File: src/rtl/adc_scan_sequencer_if.sv
// Scan sequencer bus: channel control, analog mux select, ADC sample
// input and channel-tagged valid/ready result output.
interface adc_scan_sequencer_if #(
    parameter int BITS     = 8,
    parameter int CHANNELS = 4
) ();
    localparam int CW = (CHANNELS > 1) ? $clog2(CHANNELS) : 1;

    logic                enable;
    logic [CHANNELS-1:0] chan_mask;
    logic [CW-1:0]       mux_sel;
    logic [0:BITS-1]     adc_out;
    logic [0:BITS-1]     result_data;
    logic [CW-1:0]       result_chan;
    logic                result_valid;
    logic                result_ready;
    logic                scan_done;
    logic                busy;

    modport master (
        input  enable, chan_mask, adc_out, result_ready,
        output mux_sel, result_data, result_chan,
        output result_valid, scan_done, busy
    );

    modport slave (
        output enable, chan_mask, adc_out, result_ready,
        input  mux_sel, result_data, result_chan,
        input  result_valid, scan_done, busy
    );
endinterface

File: src/rtl/adc_scan_sequencer.sv
// Round-robin ADC scan controller: select, settle, convert, then hand
// off a channel-tagged sample over valid/ready.
module adc_scan_sequencer #(
    parameter int BITS          = 8,
    parameter int CHANNELS      = 4,
    parameter int SETTLE_CYCLES = 2,
    parameter int CONV_CYCLES   = 3
) (
    input  logic                  clk,
    input  logic                  rst,
    adc_scan_sequencer_if.master  scan
);
    localparam int CW   = (CHANNELS > 1) ? $clog2(CHANNELS) : 1;
    localparam int CMAX = (SETTLE_CYCLES > CONV_CYCLES) ?
                          SETTLE_CYCLES : CONV_CYCLES;
    localparam int CNTW = $clog2(CMAX + 1);

    typedef enum logic [1:0] {
        IDLE,
        SETTLE,
        CONVERT,
        VALID
    } state_e;

    state_e          state_q, state_d;
    logic [CNTW-1:0] cnt_q, cnt_d;
    logic [CW-1:0]   mux_q, mux_d;
    logic [CW-1:0]   last_q, last_d;
    logic [CW-1:0]   chan_q, chan_d;
    logic [0:BITS-1] data_q, data_d;
    logic            done_q, done_d;

    logic [CW-1:0]   pick;
    logic [CW-1:0]   hi;
    logic            hi_found;
    logic            start;

    // Search upward from the channel after the last one converted.
    always_comb begin
        logic          found;
        logic [CW-1:0] idx;
        pick  = '0;
        found = 1'b0;
        idx   = '0;
        for (int i = 1; i <= CHANNELS; i++) begin
            idx = CW'((32'(last_q) + 32'(i)) % CHANNELS);
            if (!found && scan.chan_mask[idx]) begin
                found = 1'b1;
                pick  = idx;
            end
        end
    end

    always_comb begin
        hi       = '0;
        hi_found = 1'b0;
        for (int i = 0; i < CHANNELS; i++) begin
            if (scan.chan_mask[i]) begin
                hi       = CW'(i);
                hi_found = 1'b1;
            end
        end
    end

    assign start = scan.enable && (|scan.chan_mask);

    always_comb begin
        state_d = state_q;
        cnt_d   = cnt_q;
        mux_d   = mux_q;
        last_d  = last_q;
        chan_d  = chan_q;
        data_d  = data_q;
        done_d  = done_q;
        unique case (state_q)
            IDLE: begin
                if (start) begin
                    state_d = SETTLE;
                    mux_d   = pick;
                    cnt_d   = CNTW'(SETTLE_CYCLES - 1);
                end
            end
            SETTLE: begin
                if (cnt_q == '0) begin
                    state_d = CONVERT;
                    cnt_d   = CNTW'(CONV_CYCLES - 1);
                end else begin
                    cnt_d = cnt_q - 1'b1;
                end
            end
            CONVERT: begin
                if (cnt_q == '0) begin
                    state_d = VALID;
                    data_d  = scan.adc_out;
                    chan_d  = mux_q;
                    done_d  = hi_found && (hi == mux_q);
                    last_d  = mux_q;
                end else begin
                    cnt_d = cnt_q - 1'b1;
                end
            end
            VALID: begin
                if (scan.result_ready) begin
                    if (start) begin
                        state_d = SETTLE;
                        mux_d   = pick;
                        cnt_d   = CNTW'(SETTLE_CYCLES - 1);
                    end else begin
                        state_d = IDLE;
                    end
                end
            end
            default: state_d = IDLE;
        endcase
    end

    always_ff @(posedge clk) begin
        if (rst) begin
            state_q <= IDLE;
            cnt_q   <= '0;
            mux_q   <= '0;
            last_q  <= CW'(CHANNELS - 1);
            chan_q  <= '0;
            data_q  <= '0;
            done_q  <= 1'b0;
        end else begin
            state_q <= state_d;
            cnt_q   <= cnt_d;
            mux_q   <= mux_d;
            last_q  <= last_d;
            chan_q  <= chan_d;
            data_q  <= data_d;
            done_q  <= done_d;
        end
    end

    assign scan.mux_sel      = mux_q;
    assign scan.result_data  = data_q;
    assign scan.result_chan  = chan_q;
    assign scan.scan_done    = done_q;
    assign scan.result_valid = (state_q == VALID);
    assign scan.busy         = (state_q != IDLE);
endmodule

File: src/flat_wrapper.sv
// flat-port wrapper written by rule: the top's interface ports become plain ports
module adc_scan_sequencer_flat 
#(
    parameter int BITS          = 8,
    parameter int CHANNELS      = 4,
    parameter int SETTLE_CYCLES = 2,
    parameter int CONV_CYCLES   = 3
)
  (clk, rst, scan_enable, scan_chan_mask, scan_adc_out, scan_result_ready, scan_mux_sel, scan_result_data, scan_result_chan, scan_result_valid, scan_scan_done, scan_busy);
  adc_scan_sequencer_if #(.BITS(BITS), .CHANNELS(CHANNELS)) scan_i ();
  input  logic clk;
  input  logic rst;
  input wire logic [$bits(scan_i.enable)-1:0] scan_enable;
  input wire logic [$bits(scan_i.chan_mask)-1:0] scan_chan_mask;
  input wire logic [$bits(scan_i.adc_out)-1:0] scan_adc_out;
  input wire logic [$bits(scan_i.result_ready)-1:0] scan_result_ready;
  output wire logic [$bits(scan_i.mux_sel)-1:0] scan_mux_sel;
  output wire logic [$bits(scan_i.result_data)-1:0] scan_result_data;
  output wire logic [$bits(scan_i.result_chan)-1:0] scan_result_chan;
  output wire logic [$bits(scan_i.result_valid)-1:0] scan_result_valid;
  output wire logic [$bits(scan_i.scan_done)-1:0] scan_scan_done;
  output wire logic [$bits(scan_i.busy)-1:0] scan_busy;
  assign scan_i.enable = scan_enable;
  assign scan_i.chan_mask = scan_chan_mask;
  assign scan_i.adc_out = scan_adc_out;
  assign scan_i.result_ready = scan_result_ready;
  assign scan_mux_sel = scan_i.mux_sel;
  assign scan_result_data = scan_i.result_data;
  assign scan_result_chan = scan_i.result_chan;
  assign scan_result_valid = scan_i.result_valid;
  assign scan_scan_done = scan_i.scan_done;
  assign scan_busy = scan_i.busy;
  adc_scan_sequencer #(.BITS(BITS), .CHANNELS(CHANNELS), .SETTLE_CYCLES(SETTLE_CYCLES), .CONV_CYCLES(CONV_CYCLES)) u_core (.clk(clk), .rst(rst), .scan(scan_i));
endmodule
File: config.mk
export PLATFORM = sky130hd
export DESIGN_NAME = adc_scan_sequencer_flat
export DESIGN_NICKNAME = d
export VERILOG_FILES = /design/src/rtl/adc_scan_sequencer_if.sv /design/src/rtl/adc_scan_sequencer.sv /design/src/flat_wrapper.sv
export SDC_FILE = /design/constraint.sdc
export NUM_CORES = 1
export LEC_CHECK = 0
export ABC_AREA = 1
export BUFFER_PORTS_ARGS = -buffer_cell sky130_fd_sc_hd__clkbuf_2
export CORE_UTILIZATION = 52
export DETAILED_ROUTE_END_ITERATION = 7
export HOLD_SLACK_MARGIN = 0.08
export MAX_ROUTING_LAYER = met4
export PLACE_DENSITY = 0.76
export SLEW_MARGIN = 30
export SYNTH_ARGS = -nofsm -noshare
export SYNTH_HDL_FRONTEND = slang
export SYNTH_SLANG_ARGS = --single-unit
File: constraint.sdc
create_clock -name clk -period 2.65 [get_ports clk]
set_clock_uncertainty 0.1 [all_clocks]
set_input_delay 0 -clock clk [delete_from_list [all_inputs] [get_ports clk]]
set_output_delay 0 -clock clk [all_outputs]
set_load 0.01 [all_outputs]
==> flow_summary.ini, run 1 <==
[setup_path]
reg2reg_depth = 6
regToRegStartpoint = u_core.state_q[0]
worst_ep_required_time_ns = 2.75
cp_num_buf_inv = 2
cpMostUsedCell = inv_1
worstPathArrival_ns = 1.89
end_kind = register
setup.worst_path.start_class = register
crit_slowest_cell = dfxtp_1
reg2reg_slack_ns = 0.85
r2r-end = u_core.scan.scan_done
slowest_delay_ns = 0.42
path_delay_family = flip-flops
setup.worst_path.class = register to register
crit_fanout = 14
crit_chain = inv_1 -> ha_1 -> nand2_1 -> inv_1 -> o21ai_0 -> a21oi_1

[clock_tree]
clock_latency_ns = 0.31
cts_resized = 0
htreeDepth = 1
cts_buffer_depth = 2
clock-sinks = 19
cts_tree = built
cts-root-buf = clkbuf_4
clkTransAtPathRegs_ns = 0.12
cts_buffers = 3

[drt]
drt-pass1-iter-count = 5
ant_nets = 0
vias = 1240
drt_iter0_drc = 28
wirelength_um = 2720
drc_errors = 0
wl_per_cell_um = 11.0
post_drt_via_cell_ratio = 5.04

[sta]
drv_slew = 0
finalCritPeriodShare_pct = 67.8
fmax_mhz = 556
whs_ns = 0.0899
relSlewSlack_pct = 72.0
fin_crit_ns = 1.80
finalHoldViolCount = 0
worst_pin_slew_ns = 0.419
setup_viol = 0
rsz0062_at_grt = no
fin_tns_setup_ns = 0
fin_ws_ns = 0.853

[placed_design]
io_buffer_count = 30
globalplace.congestion = 0.924
dp_hpwl_um = 2000
dp.cells = 231
dp_slack_ns = 0.881
placed_area_um2 = 1310

[synthesis]
yosysWarnings = 0
ys_ff_latch = 19
netlist.area_leader.share_pct = 32.8
syn_area_um2 = 1160
postSynthNetCount = 202
ys_types = 22
syn_inst = 179
yosys-top-cells-area = dfxtp_1 33%, nand2_1 14%, nor2_1 9.7%
synth_largest_area_cell = dfxtp_1
avgSynthCellArea_um2 = 6.47
synth-seq-area-share_pct = 32.8

[finish]
layout_commonest_cell = nand2_1
num_antenna_cells = 0
area_delta_synth_final_pct = 25.2
multiInputGateArea_um2 = 666
mostFrequentLayoutCells = 43 x nand2_1, 30 x nor2_1, 30 x clkbuf_2, 19 x inv_1, 19 x dfxtp_1
fin_cells = 246
num-nets-final = 243
seqCellArea_um2 = 380
post-route-cell-area_um2 = 1450
fillCellCount = 190
drive_above_1_share_pct = 21.0
fin_util_pct = 71.7

[die]
die_w_um = 49.2
die_y_um = 49.2
die_area_um2 = 2420
core_um2 = 2020
io_pins = 31
initial_core_util_pct = 57.3
rows = 16

[power]
power.total_mw = 1.32
vdd_ir_drop_max_mv = 0.574
cellPowerDensity_nw_per_um2 = 911
p_leak_nw = 0.761

[flow_run]
drv_cap = 0

[global_route]
groute.usage.overall_pct = 24.8
grt_pass1_vias = 1107
grt_pass1_wl_um = 4590
antenna_found_initial = 0
grt_overflow = 0
grt_max_degree = 15

[worst_hold_path]
hold_path_depth = 5
hp-class = input port to register
min_to = u_core.scan.scan_done
min-delay-start = scan_chan_mask[1]

[status]
status = completed
==> worst max-delay path by stage <==
stage               slack, ns  depth (start not counted)               from                     to
floorplan                1.23                          8  u_core.state_q[0]      u_core.state_q[0]
global placement         0.98                          6  u_core.state_q[0]  u_core.scan.scan_done
detailed placement       0.88                          6  u_core.state_q[0]  u_core.scan.scan_done
CTS                      0.87                          6  u_core.state_q[0]       u_core.last_q[1]
global route             0.69                          6  u_core.state_q[0]       u_core.last_q[1]
finish                   0.85                          6  u_core.state_q[0]  u_core.scan.scan_done
==> sequential cells by signal, indices dropped and copies added (netlist names) <==
signal                   cells
u_core.cnt_q                 2
u_core.last_q                2
u_core.scan.mux_sel          2
u_core.scan.result_chan      2
u_core.scan.result_data      8
u_core.scan.scan_done        1
u_core.state_q               2
==> worst register-to-register path, stage by stage (launching register included) <==
cell	delay [ns]
dfxtp_1	0.42
inv_1	0.11
ha_1	0.24
nand2_1	0.28
inv_1	0.28
o21ai_0	0.21
a21oi_1	0.05
==> Yosys cell counts <==
master,instances
o21ai_0,12
ha_1,7
a21oi_1,9
clkbuf_1,3
buf_6,1
o211ai_1,3
nand2_1,43
o21ai_2,1
a211oi_1,2
nand2_2,6
nor3_1,1
inv_2,3
dfxtp_1,19
nor3_2,1
inv_1,19
nor2_1,30
nor2_2,1
buf_4,1
nand4_1,1
nand3_1,13
o21ai_1,1
xor2_1,2
==> final cells by class <==
class                   count  share of cell area (%)
flip-flops and latches     19                    26.2
clock inverters             1                   0.345
well taps                  27                    2.33
multi-input cells         133                    45.9
inverters                  22                    5.69
repair buffers             41                    17.9
clock buffers               3                    1.55
==> logic make-up after synthesis <==
logic type               share of synthesized area, %
AO/OA/AOI/OAI                                    13.5
flip-flops                                       32.8
XOR/XNOR                                         1.51
AND/OR/NAND/NOR                                  34.9
adder cells (fa/ha/maj)                          7.56
buffers and inverters                            9.72
==> where the power goes <==
| part | internal [mW] | leakage (nW) | switching, mW |
|---|---|---|---|
| Sequential | 0.377 | 0.156 | 0.0804 |
| Clock | 0.0564 | 0.0177 | 0.0972 |
| Combinational | 0.274 | 0.588 | 0.435 |
| Total | 0.708 | 0.761 | 0.613 |
==> per-layer routing <==
layer / up-vias / part of all wire (%) / GRT usage, %
met1: 551 / 43 / 28.1
met3: 5 / 4.5 / 3.43
met4: 0 / 0.99 / 6.86
li1: 650 / - / -
met5: - / 0 / -
met2: 34 / 51 / 44.7
==> repair_timing <==
item,in CTS,in global routing
hold buffers,11,0
setup buffers,0,0
endpoints found under the hold margin,16,0
No activity file was read; power rests on OpenSTA's default activity.
==> run 2: changes to the inputs <==
CORE_UTILIZATION = 46   (was 52)
PLACE_DENSITY = 0.71   (was 0.76)
clock period = 1.6 ns   (was 2.65 ns; I/O delays follow)
==> run 2 against run 1 <==
Net effect: total power up 76%; core utilization fell by 6.2 points; wire length up 9.9%; combinational power grew 85%; register-to-register slack lost 0.79 ns; design area up 3.8%; first-iteration DRC count decreased by 29%; hold slack got worse by 0.0011 ns; largest cell class unchanged; largest power group unchanged; flip-flop and latch count did not move; via count grew 1.8%.
==> flow_summary.ini, run 2 (synthesis results as in run 1) <==
[die]
die_area_um2 = 2720
rows = 17
io_pins = 31
die_w_um = 52.2
initial_core_util_pct = 50.4
die_y_um = 52.2
core_um2 = 2300

[worst_hold_path]
hp-class = input port to register
hold_path_depth = 5
min_to = u_core.scan.scan_done
min-delay-start = scan_chan_mask[1]

[sta]
whs_ns = 0.0888
fmax_mhz = 652
setup_viol = 0
finalHoldViolCount = 0
finalCritPeriodShare_pct = 95.9
drv_slew = 0
relSlewSlack_pct = 76.3
fin_crit_ns = 1.53
worst_pin_slew_ns = 0.355
rsz0062_at_grt = yes

[clock_tree]
clock-sinks = 19
cts_buffers = 3
clock_latency_ns = 0.31
htreeDepth = 1
cts-root-buf = clkbuf_4
clkTransAtPathRegs_ns = 0.11
cts_buffer_depth = 2
cts_tree = built

[placed_design]
dp_hpwl_um = 2130
io_buffer_count = 30
globalplace.congestion = 0.800

[setup_path]
cp_num_buf_inv = 2
worst_ep_required_time_ns = 1.71
setup.worst_path.start_class = register
path_delay_family = flip-flops
worstPathArrival_ns = 1.65
end_kind = register
slowest_delay_ns = 0.39
crit_chain = inv_1 -> ha_1 -> inv_1 -> nand2_1 -> nand3_2 -> nor2_1 -> a211oi_2
setup.worst_path.class = register to register
regToRegStartpoint = u_core.state_q[0]
r2r-end = u_core.cnt_q[0]
cpMostUsedCell = inv_1
reg2reg_depth = 7
reg2reg_slack_ns = 0.07
crit_fanout = 5
crit_slowest_cell = dfxtp_2

[finish]
largest_reg_flops = 8
area_delta_synth_final_pct = 29.9
layout_commonest_cell = nand2_1
drive_above_1_share_pct = 26.6
num_antenna_cells = 0
num-nets-final = 246
mostFrequentLayoutCells = 42 x nand2_1, 30 x clkbuf_2, 29 x nor2_1, 18 x inv_1, 17 x dfxtp_1

[status]
status = completed

[flow_run]
drv_cap = 0

[power]
cellPowerDensity_nw_per_um2 = 1540
p_leak_nw = 0.765
power.total_mw = 2.32
vdd_ir_drop_max_mv = 0.973

[global_route]
grt_pass1_vias = 1176
groute.usage.overall_pct = 24.1
grt_overflow = 0
grt_pass1_wl_um = 4720
grt_max_degree = 15
antenna_found_initial = 0

[drt]
wirelength_um = 2990
vias = 1262
ant_nets = 0
drc_errors = 0
post_drt_via_cell_ratio = 5.05
drt-pass1-iter-count = 4
wl_per_cell_um = 11.9
drt_iter0_drc = 20
-- run 2: metal layers --
layer / track usage, % / routed length [um]
met2: 45.9 / 1580
met1: 23.6 / 1250
met4: 10.1 / 74
met5: - / 0
met3: 4.64 / 86
-- run 2: power by group --
part / internal (mW) / total (mW) / switching [mW]
clock: 0.0937 / 0.259 / 0.165
combinational: 0.501 / 1.31 / 0.813
sequential: 0.629 / 0.746 / 0.117
total: 1.22 / 2.32 / 1.09
-- run 2: worst reg2reg max path: stages (launching register included) --
cell	delay [ns]
dfxtp_2	0.39
inv_1	0.09
ha_1	0.35
inv_1	0.08
nand2_1	0.08
nand3_2	0.12
nor2_1	0.18
a211oi_2	0.05
-- run 2: stage by stage --
stage               TNS (ns)  area (um2)  utilization, %  worst slack (ns)  instances
floorplan                  0        1160               -             0.177        179
global placement           0        1330            57.8             0.111        234
detailed placement  -0.00411        1330            57.8          -0.00411        234
CTS                        0        1470            63.9           0.00939        249
global route         -0.0208        1510            65.5           -0.0101        250
finish                     0        1510            65.5            0.0653        250
-- run 2: worst max-delay path by stage --
stage / start / cells after the start / end / slack (ns)
floorplan: u_core.state_q[0] / 8 / u_core.state_q[0] / 0.18
global placement: u_core.state_q[0] / 8 / u_core.state_q[0] / 0.11
detailed placement: u_core.state_q[0] / 8 / u_core.state_q[0] / -0.004
CTS: u_core.state_q[1] / 7 / u_core.cnt_q[1] / 0.009
global route: u_core.state_q[0] / 8 / u_core.state_q[1] / -0.01
finish: u_core.state_q[0] / 7 / u_core.cnt_q[0] / 0.07
-- run 2: cell type report --
cell class                 instances  area, um2
fill                             215        792
multi-input combinational        133        691
sequential                        19        383
timing repair buffer              43        275
inverter                          22       86.3
tap                               28       35.0
clock buffer                       3       22.5
timing repair inverter             1       7.51
clock inverter                     1       5.00
-- run 2: repair_timing --
item | 4_1_cts | 5_1_grt
resized for setup | 1 | 12
cloned | 0 | 1
pin swaps | 0 | 2
buffers inserted | 0 | 0
setup endpoints to repair | 3 | 10
endpoints found under the hold margin | 17 | 0
hold buffers | 11 | 0
